**config.mk**
```make
export PLATFORM = sky130hd
export DESIGN_NAME = idct_2d_sched
export DESIGN_NICKNAME = d
export VERILOG_FILES = /design/src/rtl/idct_2d_sched.sv
export SDC_FILE = /design/constraint.sdc
export NUM_CORES = 1
export LEC_CHECK = 0
export BUFFER_PORTS_ARGS = -buffer_cell sky130_fd_sc_hd__buf_4
export CELL_PAD_IN_SITES_DETAIL_PLACEMENT = 0
export CELL_PAD_IN_SITES_GLOBAL_PLACEMENT = 1
export CORE_ASPECT_RATIO = 1.4
export CORE_MARGIN = 2
export CORE_UTILIZATION = 42
export DETAILED_ROUTE_END_ITERATION = 10
export GPL_TIMING_DRIVEN = 0
export HOLD_SLACK_MARGIN = 0.03
export PLACE_DENSITY = 0.82
export SETUP_SLACK_MARGIN = 0.02
export SLEW_MARGIN = 20
export SYNTH_ARGS = -nofsm -noshare
export SYNTH_HDL_FRONTEND = slang
export SYNTH_SLANG_ARGS = --single-unit
```
**constraint.sdc**
```tcl
create_clock -name clk_in -period 1.95 [get_ports clk_in]
set_clock_uncertainty 0.15 [all_clocks]
set_input_delay 0.39 -clock clk_in [delete_from_list [all_inputs] [get_ports clk_in]]
set_output_delay 0.39 -clock clk_in [all_outputs]
set_load 0.01 [all_outputs]
```
**src/rtl/idct_2d_sched.sv**
```systemverilog
// Control scheduler for a row/column 2D IDCT built around one shared 1D IDCT and a transpose buffer.
// Optional macro IDCT_SCHED_STATS_EN adds a 16-bit completed-block counter port (blocks_done_out).
module idct_2d_sched #(
  parameter int unsigned WIDTH    = 12,
  parameter int unsigned PIPE_LAT = 3
) (
  input  logic       clk_in,
  input  logic       rst_in,
  input  logic       row_valid_in,
  output logic       row_ready_out,
  output logic       src_sel_out,
  output logic       issue_out,
  output logic       mtb_wr_out,
  output logic [2:0] mtb_wr_idx_out,
  output logic       mtb_rd_out,
  output logic [2:0] mtb_rd_idx_out,
  output logic       out_valid_out,
  output logic [2:0] out_idx_out,
  output logic       out_last_out,
`ifdef IDCT_SCHED_STATS_EN
  output logic [15:0] blocks_done_out,
`endif
  output logic       busy_out
);

  if (PIPE_LAT < 1 || PIPE_LAT > 8) begin : g_bad_pipe_lat
    $error("idct_2d_sched: PIPE_LAT must be within 1..8");
  end
  if (WIDTH < 1) begin : g_bad_width
    $error("idct_2d_sched: WIDTH must be at least 1");
  end

  typedef enum logic [2:0] {
    ST_IDLE    = 3'd0,
    ST_ROW     = 3'd1,
    ST_DRAIN_R = 3'd2,
    ST_COL     = 3'd3,
    ST_DRAIN_C = 3'd4
  } state_t;

  // One delay-line slot: which row/column is in flight through the 1D IDCT and on which pass.
  typedef struct packed {
    logic       valid;
    logic [2:0] idx;
    logic       col;
  } dl_ent_t;

  localparam int unsigned ENT_W = $bits(dl_ent_t);
  localparam int unsigned DL_W  = ENT_W * PIPE_LAT;

  state_t          state_q, state_d;
  logic [2:0]      row_cnt_q, row_cnt_d;
  logic [2:0]      col_cnt_q, col_cnt_d;
  logic [DL_W-1:0] dl_q, dl_d;

  logic            row_ready_q, row_ready_d;
  logic            src_sel_q, src_sel_d;
  logic            issue_q, issue_d;
  logic            mtb_wr_q, mtb_wr_d;
  logic [2:0]      mtb_wr_idx_q, mtb_wr_idx_d;
  logic            mtb_rd_q, mtb_rd_d;
  logic [2:0]      mtb_rd_idx_q, mtb_rd_idx_d;
  logic            out_valid_q, out_valid_d;
  logic [2:0]      out_idx_q, out_idx_d;
  logic            out_last_q, out_last_d;
  logic            busy_q, busy_d;
`ifdef IDCT_SCHED_STATS_EN
  logic [15:0]     blocks_done_q, blocks_done_d;
`endif

  logic            hs_c;
  dl_ent_t         ent_c;
  dl_ent_t         tail_c;

  always_comb begin
    state_d      = state_q;
    row_cnt_d    = row_cnt_q;
    col_cnt_d    = col_cnt_q;
    src_sel_d    = src_sel_q;
    issue_d      = 1'b0;
    mtb_rd_d     = 1'b0;
    mtb_rd_idx_d = 3'd0;
    ent_c        = '0;

    hs_c   = row_valid_in && row_ready_q;
    tail_c = dl_ent_t'(dl_q[DL_W-1 -: ENT_W]);

    // Results leaving the 1D pipeline: row pass goes to the buffer, column pass is final output.
    mtb_wr_d     = tail_c.valid && !tail_c.col;
    mtb_wr_idx_d = mtb_wr_d ? tail_c.idx : 3'd0;
    out_valid_d  = tail_c.valid && tail_c.col;
    out_idx_d    = out_valid_d ? tail_c.idx : 3'd0;
    out_last_d   = out_valid_d && (tail_c.idx == 3'd7);

    // Issue sources are mutually exclusive by state, so at most one fires per cycle.
    if (hs_c) begin
      issue_d   = 1'b1;
      src_sel_d = 1'b0;
      ent_c     = '{valid: 1'b1, idx: row_cnt_q, col: 1'b0};
    end
    if (mtb_rd_q) begin
      issue_d   = 1'b1;
      src_sel_d = 1'b1;
      ent_c     = '{valid: 1'b1, idx: mtb_rd_idx_q, col: 1'b1};
    end

    dl_d = DL_W'({dl_q, ent_c});

    case (state_q)
      ST_IDLE: begin
        if (hs_c) begin
          state_d   = ST_ROW;
          row_cnt_d = 3'd1;
        end
      end
      ST_ROW: begin
        if (hs_c) begin
          row_cnt_d = row_cnt_q + 3'd1;
          if (row_cnt_q == 3'd7) state_d = ST_DRAIN_R;
        end
      end
      ST_DRAIN_R: begin
        if (mtb_wr_q && (mtb_wr_idx_q == 3'd7)) begin
          state_d   = ST_COL;
          col_cnt_d = 3'd0;
        end
      end
      ST_COL: begin
        mtb_rd_d     = 1'b1;
        mtb_rd_idx_d = col_cnt_q;
        col_cnt_d    = col_cnt_q + 3'd1;
        if (col_cnt_q == 3'd7) state_d = ST_DRAIN_C;
      end
      ST_DRAIN_C: begin
        if (out_last_d) state_d = ST_IDLE;
      end
      default: state_d = ST_IDLE;
    endcase

    row_ready_d = (state_d == ST_IDLE) || (state_d == ST_ROW);
    busy_d      = (state_d != ST_IDLE);

`ifdef IDCT_SCHED_STATS_EN
    blocks_done_d = blocks_done_q + 16'(out_last_q);
`endif
  end

  always_ff @(posedge clk_in) begin
    if (rst_in) begin
      state_q       <= ST_IDLE;
      row_cnt_q     <= 3'd0;
      col_cnt_q     <= 3'd0;
      dl_q          <= '0;
      row_ready_q   <= 1'b1;
      src_sel_q     <= 1'b0;
      issue_q       <= 1'b0;
      mtb_wr_q      <= 1'b0;
      mtb_wr_idx_q  <= 3'd0;
      mtb_rd_q      <= 1'b0;
      mtb_rd_idx_q  <= 3'd0;
      out_valid_q   <= 1'b0;
      out_idx_q     <= 3'd0;
      out_last_q    <= 1'b0;
      busy_q        <= 1'b0;
`ifdef IDCT_SCHED_STATS_EN
      blocks_done_q <= 16'd0;
`endif
    end else begin
      state_q       <= state_d;
      row_cnt_q     <= row_cnt_d;
      col_cnt_q     <= col_cnt_d;
      dl_q          <= dl_d;
      row_ready_q   <= row_ready_d;
      src_sel_q     <= src_sel_d;
      issue_q       <= issue_d;
      mtb_wr_q      <= mtb_wr_d;
      mtb_wr_idx_q  <= mtb_wr_idx_d;
      mtb_rd_q      <= mtb_rd_d;
      mtb_rd_idx_q  <= mtb_rd_idx_d;
      out_valid_q   <= out_valid_d;
      out_idx_q     <= out_idx_d;
      out_last_q    <= out_last_d;
      busy_q        <= busy_d;
`ifdef IDCT_SCHED_STATS_EN
      blocks_done_q <= blocks_done_d;
`endif
    end
  end

  assign row_ready_out  = row_ready_q;
  assign src_sel_out    = src_sel_q;
  assign issue_out      = issue_q;
  assign mtb_wr_out     = mtb_wr_q;
  assign mtb_wr_idx_out = mtb_wr_idx_q;
  assign mtb_rd_out     = mtb_rd_q;
  assign mtb_rd_idx_out = mtb_rd_idx_q;
  assign out_valid_out  = out_valid_q;
  assign out_idx_out    = out_idx_q;
  assign out_last_out   = out_last_q;
  assign busy_out       = busy_q;
`ifdef IDCT_SCHED_STATS_EN
  assign blocks_done_out = blocks_done_q;
`endif

endmodule

```
==> results by group, run 1 <==
Clock network
  – Bufs on Longest Clock Path: 2
  – CTS root buf: clkbuf_8
  – # Post-CTS Setup Buffers: 0
  – CTS tree: yes
  – Worst-path clk slew: 0.07 ns
  – H-tree depth: 2
  – Hold_buf cts: 0
  – Sink Count: 40
  – PostCTS Resize Cnt: 0
  – Worst skew pair latency: 0.29 ns
  – CTS buffer count: 5

Final layout
  – Register area: 801 um2
  – Cell area after layout: 0.00163 mm2
  – Layout net count: 159
  – Fillers: 287
  – Synth-to-Final Area Change: 20.5%
  – Commonest non-fill, non-tap cell in the layout: dfxtp_1
  – Final core occ: 52.8%
  – Commonest cells after routing, fill and taps aside: dfxtp_1 (40), buf_4 (18), a21oi_1 (11), nor2b_1 (11), and2_1 (10)
  – Share of layout cells above drive strength 1: 19.6%
  – Multi-input gate area: 528 um2
  – Diode count: 0

GRT
  – Pin count of the biggest net entering global routing: 13
  – First-pass GRT wire length: 4.11 mm
  – Initial antenna violation count: 0
  – Total gr overflow: 0
  – Vias in the first global route: 917
  – GRT Util Overall: 15.5%

Placed design
  – Detailed placement HPWL: 1.78 mm
  – Final GP Congestion: 0.753
  – PortBufs: 18
  – Placed inst area: 0.00154 mm2

Hold path
  – Worst Hold Class: flop to flop

Critical path
  – CP endpoint kind: flop
  – WP data required: 2.01 ns
  – Kind of critical path: flop to flop
  – Critical path buffer and inverter count: 0
  – Family with the most delay on the worst path: flip-flops
  – WP data arrival: 1.57 ns
  – Worst path slowest cell: dfxtp_1
  – Crit path launch type: flop
  – Crit Path Max Fanout: 8
  – Crit-path cells: or3b_4, o22a_1, a41oi_2
  – Slowest Stage Delay on Critical Path: 0.45 ns

Floorplanning
  – Die W: 52.0 um
  – # IOs: 20
  – Initial core utilization: 43.8%
  – Die area: 0.00370 mm2
  – CORE AREA: 0.00309 mm2
  – Core Rows: 24
  – Die Y: 71.2 um

Flow run
  – Maximum capacitance violations: 0

Timing
  – Setup Total Neg Slack: 0 ns
  – Final hold vios: 0
  – Min Tclk post-route: 1.51 ns
  – Relative slew slack: 71.9%
  – Worst slew pin tran: 0.417 ns
  – WHS: 0.288 ns
  – Final slew viol count: 0
  – Final Cycle Share: 77.3%
  – RSZ-0062 raised after global routing: no
  – Upper clock frequency limit: 663 MHz
  – Final setup fails: 0

Power
  – Tot Pwr: 1430 uW
  – P_leak: 0.000660 uW
  – Peak VDD IR: 526 uV
  – Power Density: 877 mW/mm2

Run status
  – Outcome: complete, no violations

Drt
  – Vias: 953
  – Vias per Instance: 4.96
  – DRC: 0
  – DR iter-0 viols: 8
  – Drt wl/cell: 12.3 um
  – Routed Antenna Nets: 0
  – Number of iterations in the first detailed-routing pass: 4
  – Drt total wl: 2.37 mm

Synthesis
  – Yosys warns: 0
  – Synth Cell Area: 0.00136 mm2
  – Distinct cells, synth: 27
  – Sequential area share after synthesis: 59.1%
  – Mapped Avg Cell Area: 10.7 um2
  – Cells after Synth: 127
  – EDFF count, synth: 0
  – Synth async-reset ratio: 0%
  – Synthesized net count: 134
  – Synth Flop Type: dfxtp_1
  – Yosys reg bits: 40
-- state kept, by name (all words and copies together) (netlist names) --
signal	cells
out_valid_out	1
state_q	3
mtb_wr_idx_out	3
dl_q	15
busy_out	1
row_ready_out	1
row_cnt_q	3
col_cnt_q	3
mtb_rd_out	1
out_last_out	1
mtb_wr_out	1
out_idx_out	3
src_sel_out	1
mtb_rd_idx_out	3
-- worst paths after layout --
path	to	startpoint	depth (start not counted)	slack (ns)
max reg2reg	busy_out	state_q[1]	3	0.44
min reg2reg	dl_q[8]	dl_q[3]	1	0.29
max	busy_out	state_q[1]	3	0.44
min	dl_q[8]	dl_q[3]	1	0.29
-- per-layer routing --
metal / GRT usage (%) / up-vias / part of all wire, % / routed length (um)
met4: 9.06 / 0 / 2.8 / 66
met3: 5.49 / 7 / 5.9 / 139
li1: - / 482 / - / -
met2: 25.9 / 24 / 50 / 1190
met5: 0 / - / 0 / 0
met1: 16.2 / 440 / 41 / 972
-- synth_stat cells, types with 2 or more instances --
| cell type | number | area [um2] |
|---|---|---|
| o211ai_1 | 4 | 30.0 |
| and3_1 | 2 | 12.5 |
| nand3_1 | 3 | 15.0 |
| nand3b_1 | 4 | 30.0 |
| and2_1 | 10 | 62.6 |
| nand4_1 | 2 | 12.5 |
| a21oi_1 | 11 | 55.1 |
| nor2_1 | 6 | 22.5 |
| nand2b_1 | 4 | 25.0 |
| clkbuf_1 | 3 | 11.3 |
| nor2b_1 | 11 | 68.8 |
| a21o_1 | 2 | 15.0 |
| ha_1 | 4 | 50.1 |
| nand2_1 | 8 | 30.0 |
| o21ai_0 | 2 | 10.0 |
| dfxtp_1 | 40 | 801 |
-- stage by stage --
step,cells,setup WS [ns]
3_5_place_dp,184,0.366
4_1_cts,192,0.439
6_report,192,0.442
3_3_place_gp,184,0.395
5_1_grt,192,0.276
2_1_floorplan,127,0.553
-- power breakdown --
part | internal [uW] | switching [uW] | leakage, uW
logic | 19.0 | 26.2 | 0.000292
clock network | 287 | 269 | 0.0000445
registers | 827 | 5.16 | 0.000324
total | 1130 | 300 | 0.000660
-- logic make-up (layout without fill, tap and decap cells) --
logic type | count (synthesis) | count (layout) | synth area share [%]
buffers and inverters | 5 | 31 | 1.94
DFF | 40 | 40 | 59.1
adders and majority gates | 4 | 4 | 3.69
and+or+nand+nor | 56 | 56 | 24.7
AOI/OAI and AO/OA | 22 | 22 | 10.6
-- final cells by class --
class                           instances  share of cell area (%)
Tap cell                               39                    2.99
Inverter                                1                   0.230
Buffer                                  4                    1.38
Timing Repair Buffer                   18                    8.28
Sequential cell                        40                    49.0
Multi-Input combinational cell         82                    32.3
Clock buffer                            7                    5.29
Clock inverter                          1                   0.460
(Power assumes the default switching activity.)
==> inputs of run 2 (changes only) <==
==> constraint.sdc (replaced) <==
create_clock -name clk_in -period 1.4 [get_ports clk_in]
set_clock_uncertainty 0.15 [all_clocks]
set_input_delay 0.28 -clock clk_in [delete_from_list [all_inputs] [get_ports clk_in]]
set_output_delay 0.28 -clock clk_in [all_outputs]
set_load 0.01 [all_outputs]
==> results by group, run 2 (synthesis results as in run 1) <==
Run status
  – Outcome: finished with violations
  – Failing checks: setup timing

Timing
  – Worst slew pin tran: 0.457 ns
  – Setup Total Neg Slack: -0.0208 ns
  – Final slew viol count: 0
  – Upper clock frequency limit: 704 MHz
  – Relative slew slack: 69.5%
  – RSZ-0062 raised after global routing: yes
  – Final Cycle Share: 101%
  – Min Tclk post-route: 1.42 ns
  – Final setup fails: 1
  – Setup ws final: -0.0208 ns
  – Final hold vios: 0

Drt
  – Drt wl/cell: 13.0 um
  – DR iter-0 viols: 13
  – Routed Antenna Nets: 0
  – Number of iterations in the first detailed-routing pass: 4
  – DRC: 0
  – Drt total wl: 2.53 mm
  – Vias: 977
  – Vias per Instance: 5.01

Power
  – Peak VDD IR: 934 uV
  – Tot Pwr: 1970 uW
  – Psw: 444 uW
  – Power share of the clock group: 37.7%
  – P_leak: 0.000678 uW
  – Comb pwr share: 3.6%
  – Sequential share of power: 58.7%
  – Design internal power: 1520 uW
  – Power Density: 1160 mW/mm2
  – Sw Share: 22.5%

GRT
  – Pin count of the biggest net entering global routing: 14
  – GRT Util Overall: 16.5%
  – Vias in the first global route: 971
  – Initial antenna violation count: 0
  – First-pass GRT wire length: 4.35 mm
  – Total gr overflow: 0

Placed design
  – Detailed placement HPWL: 1.79 mm
  – Placed inst area: 0.00154 mm2
  – Placed cell count: 184
  – PortBufs: 18
  – Final GP Congestion: 0.731

Clock network
  – CTS tree: yes
  – Worst skew pair latency: 0.29 ns
  – CTS root buf: clkbuf_8
  – Sink Count: 40
  – H-tree depth: 2
  – Worst-path clk slew: 0.08 ns
  – Hold_buf cts: 0
  – CTS buffer count: 5
  – Bufs on Longest Clock Path: 2

Final layout
  – Diode count: 0
  – Cell area after layout: 0.00169 mm2
  – Synth-to-Final Area Change: 24.8%
  – Fin cells: 195
  – Share of layout cells above drive strength 1: 27.6%
  – Layout net count: 162
  – Max FFs per register: 15
  – Commonest cells after routing, fill and taps aside: dfxtp_1 (34), buf_4 (22), a21oi_1 (11), nor2b_1 (11), and2_1 (10)
  – Commonest non-fill, non-tap cell in the layout: dfxtp_1
  – Largest Register: dl_q
  – Final core occ: 54.7%

Flow run
  – Maximum capacitance violations: 0

Floorplanning
  – Die W: 52.0 um
  – Die Y: 71.2 um
  – Core Rows: 24
  – # IOs: 20
  – Die area: 0.00370 mm2
  – Initial core utilization: 43.8%
  – CORE AREA: 0.00309 mm2

Critical path
  – Crit path launch type: flop
  – CP endpoint kind: flop
  – WP data required: 1.47 ns
  – Kind of critical path: flop to flop
  – WP data arrival: 1.49 ns
  – Crit Path Max Fanout: 8

Hold path
  – Worst Hold Class: primary input to flop
run 2: cell types whose count changed in the layout (fill, tap and decap cells not counted), sizes merged:
cell | previous run | this run
clkinvlp | 1 | 0
clkbuf | 10 | 8
buf | 19 | 22
clkinv | 0 | 3
run 2: what timing repair did:
action / in CTS / in global routing
endpoints found under the hold margin: 0 / 0
pin swaps: 7 / 3
resized for setup: 11 / 2
setup buffers: 4 / 0
endpoints found under the setup margin: 5 / 7
run 2: per-stage QoR:
stage / hold WS [ns] / setup slack, ns
after floorplan: 0.264 / 0.0177
after global placement: 0.269 / -0.0623
after detailed placement: 0.274 / -0.0999
after CTS: 0.200 / -0.0238
after global routing: 0.213 / -0.0745
final: 0.197 / -0.0208
run 2: critical path, cell delays in order (launching register included):
cell     delay (ns)
dfxtp_2        0.36
or3b_4         0.40
o22a_1         0.24
a41oi_2        0.20
run 2: final cells by class:
class / instances / area [um2]
fillers: 286 / 1400
flip-flops and latches: 40 / 816
multi-input cells: 82 / 559
repair buffers: 22 / 165
clock buffers: 5 / 68.8
well taps: 39 / 48.8
clock inverters: 3 / 18.8
plain buffers: 3 / 11.3
inverters: 1 / 3.75
run 2: metal layers:
layer	vias up	GRT usage [%]	share of wire [%]
li1	488	-	-
met1	457	16.6	40
met2	25	28.7	52
met3	7	5.70	5.2
met4	0	8.77	2.5
met5	-	0	0
run 2: path summary, 6_finish.rpt:
kind	slack (ns)	from	to	cells after the start
worst min register to register	0.29	dl_q[9]	dl_q[14]	1
worst max-delay path	-0.02	state_q[2]	busy_out	3
worst max register to register	-0.02	state_q[2]	busy_out	3
worst min-delay path	0.20	row_valid_in	src_sel_out	4
run 2: power groups by stage:
stage / Clock [uW] / Combinational (uW) / Sequential, uW
after floorplan: 0 / 41.0 / 1180
after global placement: 0 / 62.6 / 1180
after detailed placement: 0 / 64.3 / 1180
after CTS: 767 / 69.8 / 1160
after global routing: 811 / 79.6 / 1160
final: 742 / 70.1 / 1160
